--- src/rtl/mem_access.sv ---
// -----------------------------------------------------------------------------
// mem_access : memory-access stage of the RISC-V core (sits after execute).
//
// Takes the execute result plus load/store control, runs one data-bus
// transaction per memory instruction and hands back a registered register-file
// writeback. The pipeline is stalled through hold2ctrl while a transaction is
// outstanding.
//
// Parameters
//   TIMEOUT_CYCLES : cycles allowed in REQ+WAIT before the access is aborted
//                    (0 disables the watchdog). Must be < 2**CNT_W.
//   CNT_W          : watchdog counter width.
//
// Optional feature (compile-time macro MEM_MISALIGN_TRAP_EN)
//   defined   : misaligned half/word accesses issue no bus request and pulse
//               misalign_err one cycle after acceptance.
//   undefined : misalign_err is tied 0; surplus low address bits are ignored.
//
// Ports
//   clk, rst_n          clock, asynchronous active-low reset
//   in_valid            execute presents an instruction
//   ex_rd_addr/data/wen execute result (ex_rd_data is the address for mem ops)
//   mem_en, mem_we      memory op / store select
//   mem_size            00 byte, 01 half, 10/11 word
//   mem_unsigned        zero-extend loads
//   st_data             store source
//   dbus_req/we/addr/be/wdata  data-bus request (all registered)
//   dbus_gnt            request accepted
//   dbus_rvalid/rdata   read response
//   rd_addr/rd_data/rd_wen2reg registered writeback
//   hold2ctrl           stall request (state != IDLE)
//   bus_err             one-cycle pulse on watchdog abort
//   misalign_err        one-cycle pulse on trapped misaligned access
//   dbg_state           current FSM state (0 IDLE, 1 REQ, 2 WAIT)
//
// Handshakes
//   Upstream: an instruction transfers on a cycle with in_valid=1 and
//   hold2ctrl=0; while hold2ctrl=1 upstream keeps in_valid and its payload
//   stable. Bus: the request transfers on a cycle with dbus_req=1 and
//   dbus_gnt=1; until then every dbus_* output stays stable. A load's data
//   transfers on the first cycle in WAIT with dbus_rvalid=1.
// -----------------------------------------------------------------------------
module mem_access #(
  parameter int unsigned TIMEOUT_CYCLES = 255,
  parameter int unsigned CNT_W          = 16
) (
  input  logic        clk,
  input  logic        rst_n,
  input  logic        in_valid,
  input  logic [4:0]  ex_rd_addr,
  input  logic [31:0] ex_rd_data,
  input  logic        ex_rd_wen,
  input  logic        mem_en,
  input  logic        mem_we,
  input  logic [1:0]  mem_size,
  input  logic        mem_unsigned,
  input  logic [31:0] st_data,
  output logic        dbus_req,
  output logic        dbus_we,
  output logic [31:0] dbus_addr,
  output logic [3:0]  dbus_be,
  output logic [31:0] dbus_wdata,
  input  logic        dbus_gnt,
  input  logic        dbus_rvalid,
  input  logic [31:0] dbus_rdata,
  output logic [4:0]  rd_addr,
  output logic [31:0] rd_data,
  output logic        rd_wen2reg,
  output logic        hold2ctrl,
  output logic        bus_err,
  output logic        misalign_err,
  output logic [1:0]  dbg_state
);

  typedef enum logic [1:0] {
    S_IDLE = 2'd0,
    S_REQ  = 2'd1,
    S_WAIT = 2'd2
  } state_e;

  localparam bit              WDOG_EN  = (TIMEOUT_CYCLES != 0);
  localparam logic [CNT_W-1:0] CNT_LAST = WDOG_EN ? CNT_W'(TIMEOUT_CYCLES - 1) : '0;
  localparam logic [CNT_W-1:0] CNT_ONE  = CNT_W'(1);

  state_e            state_q;
  logic [CNT_W-1:0]  cnt_q;
  logic              dbus_req_q;
  logic              dbus_we_q;
  logic [31:0]       dbus_addr_q;
  logic [3:0]        dbus_be_q;
  logic [31:0]       dbus_wdata_q;
  logic [4:0]        rd_addr_q;
  logic [31:0]       rd_data_q;
  logic              rd_wen_q;
  logic              bus_err_q;
  logic [1:0]        size_q;
  logic              uns_q;
  logic [1:0]        lane_q;

  // Lane steering for the instruction currently offered by execute.
  logic [3:0]  be_d;
  logic [31:0] wdata_d;
  logic        trap;

  always_comb begin
    be_d    = 4'b1111;
    wdata_d = st_data;
    case (mem_size)
      2'b00: begin
        be_d    = 4'b0001 << ex_rd_data[1:0];
        wdata_d = {4{st_data[7:0]}};
      end
      2'b01: begin
        be_d    = 4'b0011 << {ex_rd_data[1], 1'b0};
        wdata_d = {2{st_data[15:0]}};
      end
      default: begin
        be_d    = 4'b1111;
        wdata_d = st_data;
      end
    endcase
  end

`ifdef MEM_MISALIGN_TRAP_EN
  logic misalign_err_q;

  always_comb begin
    trap = 1'b0;
    case (mem_size)
      2'b00:   trap = 1'b0;
      2'b01:   trap = ex_rd_data[0];
      default: trap = |ex_rd_data[1:0];
    endcase
  end

  assign misalign_err = misalign_err_q;
`else
  assign trap         = 1'b0;
  assign misalign_err = 1'b0;
`endif

  // Load data extraction from the captured lane/size/sign information.
  logic [7:0]  ld_byte;
  logic [15:0] ld_half;
  logic [31:0] ld_val;

  always_comb begin
    ld_byte = dbus_rdata[7:0];
    case (lane_q)
      2'd0:    ld_byte = dbus_rdata[7:0];
      2'd1:    ld_byte = dbus_rdata[15:8];
      2'd2:    ld_byte = dbus_rdata[23:16];
      default: ld_byte = dbus_rdata[31:24];
    endcase
    ld_half = lane_q[1] ? dbus_rdata[31:16] : dbus_rdata[15:0];
    case (size_q)
      2'b00:   ld_val = uns_q ? {24'd0, ld_byte} : {{24{ld_byte[7]}}, ld_byte};
      2'b01:   ld_val = uns_q ? {16'd0, ld_half} : {{16{ld_half[15]}}, ld_half};
      default: ld_val = dbus_rdata;
    endcase
  end

  always_ff @(posedge clk or negedge rst_n) begin
    if (!rst_n) begin
      state_q      <= S_IDLE;
      cnt_q        <= '0;
      dbus_req_q   <= 1'b0;
      dbus_we_q    <= 1'b0;
      dbus_addr_q  <= '0;
      dbus_be_q    <= '0;
      dbus_wdata_q <= '0;
      rd_addr_q    <= '0;
      rd_data_q    <= '0;
      rd_wen_q     <= 1'b0;
      bus_err_q    <= 1'b0;
      size_q       <= '0;
      uns_q        <= 1'b0;
      lane_q       <= '0;
`ifdef MEM_MISALIGN_TRAP_EN
      misalign_err_q <= 1'b0;
`endif
    end else begin
      // Pulses and writeback enable default low every cycle.
      rd_wen_q  <= 1'b0;
      bus_err_q <= 1'b0;
`ifdef MEM_MISALIGN_TRAP_EN
      misalign_err_q <= 1'b0;
`endif
      case (state_q)
        S_IDLE: begin
          if (in_valid) begin
            if (!mem_en) begin
              rd_addr_q <= ex_rd_addr;
              rd_data_q <= ex_rd_data;
              rd_wen_q  <= ex_rd_wen && (ex_rd_addr != 5'd0);
            end else if (trap) begin
`ifdef MEM_MISALIGN_TRAP_EN
              misalign_err_q <= 1'b1;
`endif
            end else begin
              state_q      <= S_REQ;
              cnt_q        <= '0;
              dbus_req_q   <= 1'b1;
              dbus_we_q    <= mem_we;
              dbus_addr_q  <= {ex_rd_data[31:2], 2'b00};
              dbus_be_q    <= be_d;
              dbus_wdata_q <= mem_we ? wdata_d : 32'd0;
              rd_addr_q    <= ex_rd_addr;
              size_q       <= mem_size;
              uns_q        <= mem_unsigned;
              lane_q       <= ex_rd_data[1:0];
            end
          end
        end

        S_REQ: begin
          cnt_q <= cnt_q + CNT_ONE;
          if (dbus_gnt) begin
            dbus_req_q <= 1'b0;
            dbus_we_q  <= 1'b0;
            state_q    <= dbus_we_q ? S_IDLE : S_WAIT;
          end else if (WDOG_EN && (cnt_q >= CNT_LAST)) begin
            dbus_req_q <= 1'b0;
            dbus_we_q  <= 1'b0;
            bus_err_q  <= 1'b1;
            state_q    <= S_IDLE;
          end
        end

        S_WAIT: begin
          cnt_q <= cnt_q + CNT_ONE;
          if (dbus_rvalid) begin
            rd_data_q <= ld_val;
            rd_wen_q  <= (rd_addr_q != 5'd0);
            state_q   <= S_IDLE;
          end else if (WDOG_EN && (cnt_q >= CNT_LAST)) begin
            // ">=" also covers a grant taken on the very last REQ cycle,
            // which enters WAIT with the budget already spent.
            bus_err_q <= 1'b1;
            state_q   <= S_IDLE;
          end
        end

        default: state_q <= S_IDLE;
      endcase
    end
  end

  assign dbus_req   = dbus_req_q;
  assign dbus_we    = dbus_we_q;
  assign dbus_addr  = dbus_addr_q;
  assign dbus_be    = dbus_be_q;
  assign dbus_wdata = dbus_wdata_q;
  assign rd_addr    = rd_addr_q;
  assign rd_data    = rd_data_q;
  assign rd_wen2reg = rd_wen_q;
  assign bus_err    = bus_err_q;
  assign hold2ctrl  = (state_q != S_IDLE);
  assign dbg_state  = state_q;

endmodule

--- config.mk ---
export PLATFORM = sky130hd
export DESIGN_NAME = mem_access
export DESIGN_NICKNAME = d
export VERILOG_FILES = /design/src/rtl/mem_access.sv
export SDC_FILE = /design/constraint.sdc
export NUM_CORES = 1
export LEC_CHECK = 0
export CAP_MARGIN = 20
export CORE_MARGIN = 2
export CORE_UTILIZATION = 49
export DETAILED_ROUTE_END_ITERATION = 10
export PLACE_DENSITY_LB_ADDON = 0.12
export SLEW_MARGIN = 20
export SYNTH_ARGS = -nofsm -noshare
export SYNTH_HDL_FRONTEND = slang
export SYNTH_SLANG_ARGS = --single-unit
--- constraint.sdc ---
create_clock -name clk -period 5 [get_ports clk]
set_input_delay 1 -clock clk [delete_from_list [all_inputs] [get_ports clk]]
set_output_delay 1 -clock clk [all_outputs]
set_load 0.02 [all_outputs]
==> results of run 1 <==
-- how the worst max path moves through the flow --
stage	start	cells after the start	slack [ps]	to
after floorplan	dbg_state[0]	7	2800	cnt_q[14]
after global placement	mem_en	6	1860	rd_data[10]
after detailed placement	mem_en	6	1740	rd_data[21]
after CTS	dbg_state[0]	4	1870	hold2ctrl
after global routing	dbg_state[0]	4	1720	hold2ctrl
final	dbg_state[0]	4	1890	hold2ctrl
-- power groups by stage --
| stage | Combinational [mW] | Sequential (mW) | Clock, mW |
|---|---|---|---|
| after global placement | 2.98 | 1.87 | 0 |
| after CTS | 3.08 | 1.88 | 1.16 |
| after detailed placement | 3.06 | 1.89 | 0 |
| final | 3.06 | 1.88 | 1.14 |
| after floorplan | 1.25 | 2.32 | 0 |
| after global routing | 3.29 | 1.94 | 1.21 |
-- critical path: cells and delay by family (launching register included) --
family,cells,cell delay [ps]
adders and majority gates,1,460
buffers and inverters,3,790
DFF,1,450
-- synthesized netlist by cell type, types with 3 or more instances --
library cell  number
nor3_1            34
nor2_1            49
mux2i_1           10
buf_2             10
a31oi_1            6
nor4_1             4
a21o_1             9
o21ai_0           41
nor2b_1           28
o211ai_1           3
a211oi_1          37
clkbuf_1          36
o31ai_1           23
inv_1             12
mux2_2            46
ha_1               6
o21a_1             3
xnor2_1            3
a22o_1            10
a22oi_1            8
or4_1             12
nand3_1            6
buf_4              3
nand2_1           55
nand2b_1          10
nand4_1            3
a21oi_1           24
dfrtp_1          130
-- flip-flops by register name, summed over array words and instances (netlist names) --
name / count
dbus_wdata: 32
uns_q: 1
cnt_q: 16
size_q: 2
dbus_req: 1
rd_data: 32
lane_q: 2
dbus_addr: 30
rd_wen2reg: 1
rd_addr: 5
dbg_state: 2
dbus_be: 4
bus_err: 1
dbus_we: 1
-- layer usage --
layer,GRT usage (%),part of all wire [%],up-vias
li1,-,-,2772
met1,36.4,41,2919
met2,46.4,49,266
met3,8.75,8.4,24
met4,9.19,1.6,0
met5,0,0,-
-- area by class of cell --
class	instances	area, sq um
Clock buffer	27	483
Clock inverter	5	52.6
Fill cell	970	3750
Inverter	12	45.0
Multi-Input combinational cell	464	3070
Sequential cell	130	3250
Tap cell	176	220
Timing Repair Buffer	227	2260
-- per-stage QoR --
step,instances,setup slack [ps]
finish,1041,1890
global route,1041,1720
CTS,1041,1870
detailed placement,1009,1740
global placement,1009,1860
floorplan,655,2800
-- cells by family after synthesis --
logic type	Yosys count	share of synthesized area, %
AOI/OAI and AO/OA	180	18.7
xor gates and xnor gates	3	0.402
adders and majority gates	6	1.15
buffers and inverters	61	3.86
DFF	130	49.7
muxes	56	9.45
other	1	0.0573
and+or+nand+nor	216	16.6
==> run metrics, run 1 <==
post-synthesis cell type with the largest combined area=dfrtp_1; die boundary height=120 um; average wire per standard cell=18.8 um; minimum hold slack=478 ps; RePlAce Congestion=0.915; headroom to the max-slew limit=31.5%; number of enable-type register cells in the synthesized netlist=0; highest fanout seen on the critical path=10; number of warnings issued by yosys=0; origin of the worst min-delay path=dbus_wdata[5]; leftover overflow at the end of global routing=0; clock tree buffer depth=2; WS Path Type=flip-flop to output pin; switching share of total power=40.0%; Reg clk slew, reported paths=50 ps; maximum vdd ir drop=0.445 mV; count of endpoints failing hold in the final timing report=0; Gate power share=50.3%; number of setup buffers added after CTS=0; setup skew after layout=8.34 ps; routed wire length=19,600 um; data arrival time of the critical path=2110 ps; DIE AREA=14,300 sq um; number of instances in the synthesized netlist=653; antenna-violating nets left=0; count of inserted antenna diode cells=0; startpoint type of the worst setup path=flip-flop; Most used DFF post-synth=dfrtp_1; utilization of the core after routing=71.4%; Iteration-0 DRC Markers=426; number of vias in the routed layout=5,981; most repeated library cell on the critical path=inv_1; kind of end point of the critical path=output pin; kind of path behind the tightest hold check=flip-flop to flip-flop; fraction of the cycle the final worst path needs=62.2%; required time reported for the critical path endpoint=4000 ps; final critical delay including setup and external delays=3110 ps; transition time at the pin with the least slew margin=1030 ps; top-level I/O count=225; top post-synthesis cells by area=dfrtp_1, mux2_2, a211oi_1; Largest stage delay, worst path=560 ps; reg-to-reg startpoint=dbg_state[0]; sequential share of power=31.0%; number of nets in the layout=970; floorplan row count=42; R2R setup slack=2240 ps; Max Clock Freq=0.321 GHz; setup-violating endpoint count in the final report=0; number of buffers inserted for hold repair after clock tree synthesis=0; initial core utilization=49.8%; final non-filler cell area=9380 sq um; critical-path cell with the highest stage delay=clkdlybuf4s50_1; max-slew violation total from the final report=0; static power due to leakage=3.85 nW; area after detailed placement=8840 sq um; clock buffer count from CTS=17; end of the worst register-to-register path=rd_data[19]; global router's overall resource usage=28.5%; most common cell after layout, fill and taps aside=clkdlybuf4s50_1; initial antenna violation count=0; Worst R2R Path Depth=7; first-pass iteration count of the detailed router=5; combined area of all synthesized cells=6540 sq um; Sum Neg Setup Slack=0 ps; Cell Int Power=3.65 mW; CTS sink count=130; floorplan core area=13,100 sq um; Worst Hold Endpoint=dbus_wdata[5]; per-cell via count in the routed design=5.75; result of the run=finished clean; Max Cap Viol=0; DRC violation count after routing=0; sequential cell area fraction in the yosys report=49.7%; clock tree from TritonCTS=yes; P per Cell Area=648 nW/um^2; quantity of gates resized following cts=0; reported net switching power=2.43 mW; via count of the first global-routing pass=6,126; count of H-tree levels built during CTS=4; Synth top area share=49.7%; final total power=6.08 mW; chip width=120 um; global-route wire length before repair=31,700 um; hold path cells=2; Async S/R FF share, synth=100%; post-synthesis cell type count=54; clock power share=18.7%; clk_lat worst skew=420 ps; area growth from synthesis to layout=43.5%; setup repair after global routing missed its margin=no; number of buffer cells added on primary ports=221; final HPWL from detailed placement=14,100 um; largest net degree at the start of global routing=93; commonest cells after routing, fill and taps aside=clkdlybuf4s50_1, dfrtp_1, nand2_1, nor2_1, mux2_2; CTS root buffer=clkbuf_16; share of final-layout standard cells stronger than drive strength 1=10.3%; total of flip-flops plus latches after synthesis=130; synthesized area divided by synthesized cell count=10.0 sq um; CP cell instances=inv_1 -> ha_1 -> inv_1 -> clkdlybuf4s50_1
No activity file was read; power rests on OpenSTA's default activity.
==> run 2: changes to the inputs <==
--- a/config.mk
+++ b/config.mk
@@ -7,7 +7,7 @@
 export LEC_CHECK = 0
 export CAP_MARGIN = 20
 export CORE_MARGIN = 2
-export CORE_UTILIZATION = 49
+export CORE_UTILIZATION = 41
 export DETAILED_ROUTE_END_ITERATION = 10
 export PLACE_DENSITY_LB_ADDON = 0.12
 export SLEW_MARGIN = 20
==> constraint.sdc (replaced) <==
create_clock -name clk -period 2.58 [get_ports clk]
set_input_delay 0.516 -clock clk [delete_from_list [all_inputs] [get_ports clk]]
set_output_delay 0.516 -clock clk [all_outputs]
set_load 0.02 [all_outputs]
==> run metrics, run 2 (synthesis gave the netlist of run 1 again) <==
via count of the first global-routing pass=5,930; data arrival time of the critical path=1900 ps; maximum vdd ir drop=0.738 mV; static power due to leakage=4.00 nW; number of vias in the routed layout=5,939; per-cell via count in the routed design=5.39; number of setup buffers added after CTS=0; count of endpoints failing hold in the final timing report=0; result of the run=finished clean; count of inserted antenna diode cells=0; first-pass iteration count of the detailed router=6; required time reported for the critical path endpoint=2060 ps; layout filler cell count=1,329; headroom to the max-slew limit=53.5%; final critical delay including setup and external delays=2420 ps; WS Path Type=flip-flop to output pin; number of buffers inserted for hold repair after clock tree synthesis=0; crit path setup slack, layout=165 ps; clock tree from TritonCTS=yes; Placement Setup Slack=-32.7 ps; Max Clock Freq=0.414 GHz; Iteration-0 DRC Markers=388; kind of end point of the critical path=output pin; area of combinational cells with multiple inputs=3070 sq um; top-level I/O count=225; floorplan row count=46; largest net degree at the start of global routing=64; average wire per standard cell=18.2 um; most common cell after layout, fill and taps aside=clkdlybuf4s50_1; transition time at the pin with the least slew margin=698 ps; routed wire length=20,100 um; count of H-tree levels built during CTS=4; commonest cells after routing, fill and taps aside=clkdlybuf4s50_1, dfrtp_1, nand2_1, nor2_1, mux2_2; Reg clk slew, reported paths=60 ps; max-slew violation total from the final report=0; count of placed standard cells including taps=1,070; number of buffer cells added on primary ports=221; final HPWL from detailed placement=14,800 um; initial core utilization=41.6%; chip width=130 um; initial antenna violation count=0; RePlAce Congestion=0.885; combined flip-flop and latch cell area=3250 sq um; clk_lat worst skew=420 ps; setup-violating endpoint count in the final report=0; number of nets in the layout=991; Layout Cells excl Fill=1,102; setup repair after global routing missed its margin=no; start point of the critical path=dbg_state[0]; CTS sink count=130; fraction of the cycle the final worst path needs=93.6%; global-route wire length before repair=31,300 um; kind of path behind the tightest hold check=input pin to asynchronous set/reset pin; leftover overflow at the end of global routing=0; share of final-layout standard cells stronger than drive strength 1=13.0%; highest fanout seen on the critical path=5; DIE AREA=17,000 sq um; clock buffer count from CTS=17; P per Cell Area=1260 nW/um^2; CTS root buffer=clkbuf_16; area growth from synthesis to layout=48.5%; startpoint type of the worst setup path=flip-flop; clock tree buffer depth=2; die boundary height=130 um; global router's overall resource usage=24.0%; Max Cap Viol=0; floorplan core area=15,700 sq um; DRC violation count after routing=0; reg-to-reg startpoint=dbg_state[0]; antenna-violating nets left=0; setup skew after layout=4.36 ps; quantity of gates resized following cts=0
==> run 2: critical path, cell delays in order (launching register included) <==
cell and delay [ps]:
dfrtp_1 430, inv_1 90, ha_1 260, inv_1 100, clkdlybuf4s50_1 600
==> run 2: final cells by class <==
type / instances / area share [%]
sequential: 130 / 33.5
multi-input combinational: 464 / 31.6
timing repair buffer: 248 / 25.5
clock buffer: 24 / 5.06
tap: 216 / 2.78
clock inverter: 8 / 1.04
inverter: 12 / 0.464
==> run 2: metrics by stage <==
step | power, mW | util, % | hold WS [ps] | TNS (ps) | instance area, sq um
finish | 12.2 | 61.8 | 78.9 | 0 | 9710
global route | 13.0 | 61.8 | 112 | 0 | 9710
CTS | 12.3 | 61.8 | 96.7 | 0 | 9710
detailed placement | 9.87 | 58.0 | 468 | -189 | 9110
global placement | 9.73 | 58.0 | 461 | 0 | 9110
floorplan | 6.92 | - | 220 | 0 | 6550
==> run 2: per-layer routing <==
layer	part of all wire, %	up-vias	track usage (%)
met5	0	-	0
met4	1.9	0	8.29
met3	7.9	25	6.27
met2	47	219	39.0
met1	43	2873	31.4
li1	-	2822	-
==> run 2: power breakdown <==
group	internal, mW	leakage, nW	switching (mW)
combinational	2.97	2.12	3.37
sequential	2.96	1.59	0.543
clock	1.52	0.282	0.883
==> run 2: worst paths after layout <==
kind / endpoint / slack, ps / cells past startpoint
max in group asynchronous: dbus_be[3] / 1810 / 2
hold reg to reg: dbus_wdata[0] / 480 / 2
hold / removal: dbus_addr[11] / 80 / 1
min in group clk: dbus_wdata[0] / 480 / 2
setup / recovery: hold2ctrl / 160 / 4
setup reg to reg: cnt_q[12] / 300 / 7
==> run 3: changes to the inputs <==
--- a/config.mk
+++ b/config.mk
@@ -6,8 +6,10 @@
 export NUM_CORES = 1
 export LEC_CHECK = 0
 export CAP_MARGIN = 20
+export CELL_PAD_IN_SITES_DETAIL_PLACEMENT = 0
+export CELL_PAD_IN_SITES_GLOBAL_PLACEMENT = 1
 export CORE_MARGIN = 2
-export CORE_UTILIZATION = 41
+export CORE_UTILIZATION = 31
 export DETAILED_ROUTE_END_ITERATION = 10
 export PLACE_DENSITY_LB_ADDON = 0.12
 export SLEW_MARGIN = 20
==> run metrics, run 3 (synthesis gave the netlist of run 1 again) <==
initial antenna violation count=0; die boundary height=149 um; top-level I/O count=225; transition time at the pin with the least slew margin=710 ps; headroom to the max-slew limit=52.7%; clock tree from TritonCTS=yes; setup repair after global routing missed its margin=no; via count of the first global-routing pass=6,131; most repeated library cell on the critical path=inv_1; Reg clk slew, reported paths=60 ps; number of vias in the routed layout=5,963; CTS sink count=130; final HPWL from detailed placement=16,200 um; WP buf/inv=3; layout filler cell count=2,025; clock tree buffer depth=2; R2R setup slack=440 ps; count of inserted antenna diode cells=0; share of final-layout standard cells stronger than drive strength 1=12.9%; leftover overflow at the end of global routing=0; commonest cells after routing, fill and taps aside=clkdlybuf4s50_1, dfrtp_1, nand2_1, nor2_1, mux2_2; count of H-tree levels built during CTS=4; largest net degree at the start of global routing=68; combined flip-flop and latch cell area=3250 sq um; Iteration-0 DRC Markers=288; minimum hold slack=474 ps; antenna-violating nets left=0; DIE AREA=22,300 sq um; count of placed standard cells including taps=1,126; result of the run=finished clean; floorplan core area=20,900 sq um; WS Path Type=flip-flop to output pin; first-pass iteration count of the detailed router=5; number of buffer cells added on primary ports=221; met2 wire length=10,300 um; RePlAce Congestion=0.861; static power due to leakage=4.02 nW; most common cell after layout, fill and taps aside=clkdlybuf4s50_1; area of combinational cells with multiple inputs=3070 sq um; Largest stage delay, worst path=540 ps; P per Cell Area=1270 nW/um^2; Max Cap Viol=0; initial core utilization=31.3%; required time reported for the critical path endpoint=2060 ps; Layout Cells excl Fill=1,159; max-slew violation total from the final report=0; largest delay contributor family on the critical path=buffers and inverters; final critical delay including setup and external delays=2440 ps; floorplan row count=53; clock buffer count from CTS=17; kind of end point of the critical path=output pin; number of setup buffers added after CTS=0; data arrival time of the critical path=1930 ps; clk_lat worst skew=420 ps; kind of path behind the tightest hold check=flip-flop to flip-flop; number of nets in the layout=989; area growth from synthesis to layout=50.4%; routed wire length=21,900 um; Max Clock Freq=0.409 GHz; maximum vdd ir drop=0.623 mV; per-cell via count in the routed design=5.14; setup skew after layout=6.35 ps; DRC violation count after routing=0; CTS root buffer=clkbuf_16; average wire per standard cell=18.9 um; chip width=149 um; fraction of the cycle the final worst path needs=94.8%; setup-violating endpoint count in the final report=0; met3 routed WL=2090 um; max layer used=met4; startpoint type of the worst setup path=flip-flop; global-route wire length before repair=34,000 um; CP cell instances=inv_1 -> ha_2 -> inv_1 -> clkdlybuf4s50_1; final total power=12.5 mW; global router's overall resource usage=19.8%; sum of routed wire segments on met1=9090 um; critical-path cell with the highest stage delay=clkdlybuf4s50_1; count of endpoints failing hold in the final timing report=0; utilization of the core after routing=47.1%; highest fanout seen on the critical path=10
[run 3: changes by cell type in the layout (fill, tap and decap cells not counted), sizes merged]
cell / previous run / this run
clkbuf: 24 / 20
dlygate4sd3: 0 / 1
buf: 28 / 25
bufinv: 2 / 5
clkinvlp: 3 / 1
clkinv: 3 / 6
[run 3: tightest hold or removal path, cell delays in order (launching register included)]
cell and delay [ps]:
dfrtp_1 340, nand2_1 50, o31ai_1 50
[run 3: final timing paths]
kind,start,endpoint,cells past startpoint
max,dbg_state[1],hold2ctrl,4
min,dbus_wdata[12],dbus_wdata[12],2
max reg2reg,dbg_state[0],cnt_q[14],6
min reg2reg,dbus_wdata[12],dbus_wdata[12],2
max in group asynchronous,rst_n,dbus_wdata[13],3
min in group asynchronous,rst_n,dbus_addr[10],2
[run 3: per-layer routing]
layer | vias to the layer above | GRT usage (%)
li1 | 2812 | -
met1 | 2892 | 24.5
met2 | 232 | 32.5
met3 | 27 | 6.97
met4 | 0 | 6.24
met5 | - | 0
[run 3: where the power goes]
group	internal, mW	switching, mW
clock network	1.75	0.924
logic	2.93	3.37
registers	2.96	0.601
[run 3: final cells by class]
class / instances / share of cell area [%]
multi-input cells: 464 / 31.2
inverters: 12 / 0.458
clock inverters: 12 / 2.10
well taps: 275 / 3.50
clock buffers: 20 / 4.54
flip-flops and latches: 130 / 33.1
repair buffers: 246 / 25.1
[run 3: metrics by stage]
stage	setup slack (ps)	TNS, ps	area [sq um]
2_1_floorplan	383	0	6550
3_3_place_gp	6.35	0	9170
3_5_place_dp	-102	-869	9170
4_1_cts	112	0	9830
5_1_grt	21.5	0	9830
6_report	135	0	9830
[run 3: repair_timing]
action	in CTS	in global routing
hold endpoints to repair	1	0
resized for setup	1	0
hold buffers	1	0
endpoints found under the setup margin	1	0
==> patch 1, RTL diff (flow settings as in run 2) <==
Set the parameter `CNT_W` to 24 (it was 16).
--- a/src/rtl/mem_access.sv
+++ b/src/rtl/mem_access.sv
@@ -42,7 +42,7 @@
 // -----------------------------------------------------------------------------
 module mem_access #(
   parameter int unsigned TIMEOUT_CYCLES = 255,
-  parameter int unsigned CNT_W          = 16
+  parameter int unsigned CNT_W          = 24
 ) (
   input  logic        clk,
   input  logic        rst_n,
Function: no difference found for any inputs over 4 cycles, from zero or initial values and one cycle with rst_n low; that may be too few to reach the edited logic, so the function may still have changed.
==> patch 1 against run 2 <==
- synthesized cell count increased by 4.1%
- combinational power down 7.9%
- sequential cell count up 8
- routed wire length is 7.4% higher
- sequential power grew 5%
- design area is 3.5% higher
- global-route usage increased by 0.57 points
- via count is 7.0% higher
- worst setup slack improved by 150 ps
- area after synthesis up 5.3%
- power is 1.2% lower
==> patch 1: results (changes against run 2) <==
run status: complete, no violations
grt met2 use: 40.81% (+1.8 points)
peak supply drop: 0.6009 mV (-19%)
Fin Clk Skew: 9.639 ps (+5.278 ps)
vias in the first global route: 6419 (+8.2%)
first-pass GRT wire length: 34730 um (+11%)
most frequent cells after synthesis: dfrtp_1 (138), o21ai_0 (60), nand2_1 (55)
total number of vias: 6356 (+7.0%)
Crit Path Max Fanout: 14 (+9)
routability cong.: 0.8888 (+0.46%)
Area contributors post-synth: dfrtp_1 (50%), mux2_2 (7.5%), o21ai_0 (4.4%)
Total Nets Final: 1016 (+2.5%)
Place WS: -23.89 ps (+8.768 ps)
dpl hpwl: 15770 um (+6.3%)
Worst path slowest cell: or4_1
Post-synth ARST share: 100.0% (unchanged)
DR WL/cell: 19.05 um (+4.7%)
DRT iter0 DRCs: 696 (+79%)
Worst-Margin Slew: 588.7 ps (-109.0 ps)
XOR/XNOR Fraction of Synth Area: 0.5088% (+0.11 points)
largest net degree at the start of global routing: 69 (+7.8%)
Compound-Gate Fraction of Synth Area: 19.81% (+1.1 points)
global-route track usage on met3: 5.556% (-0.72 points)
post-synthesis sequential area ratio: 50.15% (+0.41 points)
static leakage: 4.110 nW (+2.8%)
met1 usage: 31.67% (+0.24 points)
Yosys cell types: 52 (-3.7%)
Root Buffer: clkbuf_16
share of layout cells above drive strength 1: 12.18% (-0.80 points)
multiplexer share of the synthesized area: 9.595% (+0.14 points)
router iterations before antenna repair: 5 (-1)
fillers: 1380 (+3.8%)
[patch 1: cell types whose count changed after synthesis, moves of 8 or more]
cell      before  now
a211oi_1      37   11
dfrtp_1      130  138
o31ai_1       23   34
a221oi_1       0   19
o21ai_0       41   60
nor3_1        34   11
a21o_1         9    1
nor2b_1       28   18
o22ai_1        0    8
[patch 1: cell families after synthesis]
logic type	after synthesis
compound gates	204
mux	59
simple gates	202
fa+ha+maj	6
buf+inv	66
other cells	1
xor+xnor	4
flops	138
[patch 1: report_power, final]
group | switching [W] | internal, W
Combinational | 0.00308 | 0.00276
Clock | 0.000971 | 0.00162
Sequential | 0.000621 | 0.00305
Total | 0.00467 | 0.00743
[patch 1: final timing paths]
path,cells after the start,start,slack (ps),to
worst max-delay path,6,dbg_state[1]$_DFFE_PN0P_,310,cnt_q[20]$_DFFE_PN0P_
worst min-delay path,1,rst_n,50,dbus_addr[10]$_DFFE_PN0P_
worst max register to register,6,dbg_state[1]$_DFFE_PN0P_,310,cnt_q[20]$_DFFE_PN0P_
worst min register to register,2,dbus_wdata[1]$_DFFE_PN0P_,470,dbus_wdata[1]$_DFFE_PN0P_
max in group asynchronous,2,rst_n,1760,cnt_q[15]$_DFFE_PN0P_
min in group clk,2,dbus_wdata[1]$_DFFE_PN0P_,470,dbus_wdata[1]$_DFFE_PN0P_
[patch 1: area by class of cell]
cell class / count / area, um2 / area share, %
Clock buffer: 17 / 425.4 / 4.234
Clock inverter: 15 / 197.7 / 1.968
Inverter: 19 / 71.32 / 0.7098
Multi-Input combinational cell: 478 / 3186 / 31.71
Sequential cell: 138 / 3453 / 34.37
Tap cell: 220 / 275.3 / 2.740
Timing Repair Buffer: 244 / 2439 / 24.27
[patch 1: timing repair]
| item | in CTS | in global routing |
|---|---|---|
| endpoints found under the setup margin | 1 | 1 |
| gates resized for setup | 1 | 1 |
| setup buffers | 0 | 0 |
[patch 1: per-layer routing]
layer	vias up	wire length (um)
li1	2963	-
met1	3091	9042
met2	260	10500
met3	42	1405
met4	0	595
met5	-	0
[patch 1: through the flow]
stage	TNS (ps)	total power, W	hold WS (ps)	instance area (um2)	cells
5_1_grt	0	0.01279	79.14	10050	1131
6_report	0	0.01210	49.14	10050	1131
4_1_cts	0	0.01217	60.72	10040	1131
3_5_place_dp	-29.00	0.009527	469.1	9419	1099
2_1_floorplan	0	0.006712	220.4	6893	682
3_3_place_gp	0	0.009390	462.2	9419	1099
==> patch 2, RTL diff (config.mk and constraints of run 2) <==
Without the edit above. Register the output `dbg_state` once more, cleared by the reset; this adds one clock of latency there. The other outputs are not delayed to match.
--- a/src/rtl/mem_access.sv
+++ b/src/rtl/mem_access.sv
@@ -256,7 +256,13 @@
   assign rd_wen2reg = rd_wen_q;
   assign bus_err    = bus_err_q;
   assign hold2ctrl  = (state_q != S_IDLE);
-  assign dbg_state  = state_q;
+  always_ff @(posedge clk or negedge rst_n) begin
+    if (!rst_n) begin
+      dbg_state <= '0;
+    end else begin
+      dbg_state <= state_q;
+    end
+  end
 
 endmodule
 
Check against the original RTL: not equivalent (Yosys sat finds a counterexample within 4 cycles, from zero or initial values and one cycle with rst_n low).
==> patch 2 against run 2 <==
- design area up 0.52%
- worst setup slack better by 2.5 ps
- combinational power down 5.8%
- core utilization down 0.13 points
- area after synthesis up 0.98%
- fmax up 0.10%
- power down 0.49%
- sequential cell count up 2
- routed wire length down 1.4%
- count of clock-buffer cells in the layout down 5
==> patch 2: results (changes against run 2) <==
dpl hpwl: 14360 um (-3.2%)
routability cong.: 0.8571 (-3.1%)
Comb. pwr: 0.00597 W (-5.8%)
Crit Reg-Reg Endpoint: cnt_q[14]$_DFFE_PN0P_
vias per cell: 5.404 (+0.28%)
Worst Path Arrival: 1900 ps (about the same)
Hold Path Class: in -> async
htree depth: 4 (unchanged)
Port Buffer Count: 221 (unchanged)
run status: complete, no violations
Post-DP Area: 0.009117 mm2 (about the same)
Place WS: 158.7 ps (+191.3 ps)
router iterations before antenna repair: 5 (-1)
share of layout cells above drive strength 1: 13.75% (+0.77 points)
Yosys warnings: 0 (unchanged)
peak supply drop: 0.6017 mV (-18%)
sw power: 0.004662 W (-2.8%)
Crit Path Max Fanout: 7 (+2)
largest net degree at the start of global routing: 77 (+20%)
CP endpoint: hold2ctrl
vias in the first global route: 6083 (+2.6%)
most frequent cells after synthesis: dfrtp_1 (132), nand2_1 (82), nor2_1 (72)
first-pass GRT wire length: 31680 um (+1.4%)
gate count after technology mapping: 650 (-0.46%)
worst hold slack: 60.47 ps (-18.42 ps)
Area contributors post-synth: dfrtp_1 (50%), mux2_2 (7.8%), nand2_1 (4.7%)
Gate power share: 49.0% (-2.8 points)
Fin Clk Skew: 6.235 ps (+1.874 ps)
R2R setup slack: 380 ps (+80 ps)
Seq power: 0.00359 W (+3%)
CP max stage delay: 600 ps (about the same)
GR Util All Layers: 23.87% (-0.18 points)
post-synthesis sequential area ratio: 50.02% (+0.28 points)
Clock Pin Slew Worst Setup and Hold Paths: 60 ps (about the same)
Worst-Margin Slew: 646.7 ps (-50.94 ps)
DR WL/cell: 18.05 um (-0.83%)
Root Buffer: clkbuf_16
Finished Layout Cells: 1096 (-0.54%)
static leakage: 4.104 nW (+2.7%)
worst r2r src: state_q[0]$_DFFE_PN0P_
Register-to-Register Path Depth: 5 (-2)
DRT iter0 DRCs: 435 (+12%)
Total Nets Final: 985 (-0.61%)
patch 2: routing by layer:
metal,track usage (%),vias to the layer above,part of all wire (%)
met5,0,-,0
met4,8.698,0,2.4
met3,6.189,36,7.5
met2,40.75,242,50
met1,29.29,2879,40
li1,-,2766,-
patch 2: cells by family (layout without fill, tap and decap cells):
group | Yosys count | count (layout) | synth area share [%]
simple gates | 229 | 229 | 16.45
buf+inv | 58 | 286 | 3.600
other cells | 1 | 3 | 0.05679
fa+ha+maj | 6 | 6 | 1.137
flops | 132 | 132 | 50.02
compound gates | 154 | 154 | 17.34
xor+xnor | 4 | 4 | 0.5306
mux | 66 | 66 | 10.88
patch 2: final cells by class:
class | instances | area (um2)
inverter | 13 | 48.80
clock inverter | 13 | 207.7
multi-input combinational | 462 | 3097
sequential | 132 | 3303
tap | 216 | 270.3
clock buffer | 19 | 432.9
timing repair buffer | 241 | 2401
fill | 1336 | 6067
patch 2: repair_timing:
item,in CTS,in global routing
buffers inserted,0,0
endpoints found under the setup margin,0,1
resized for setup,0,1
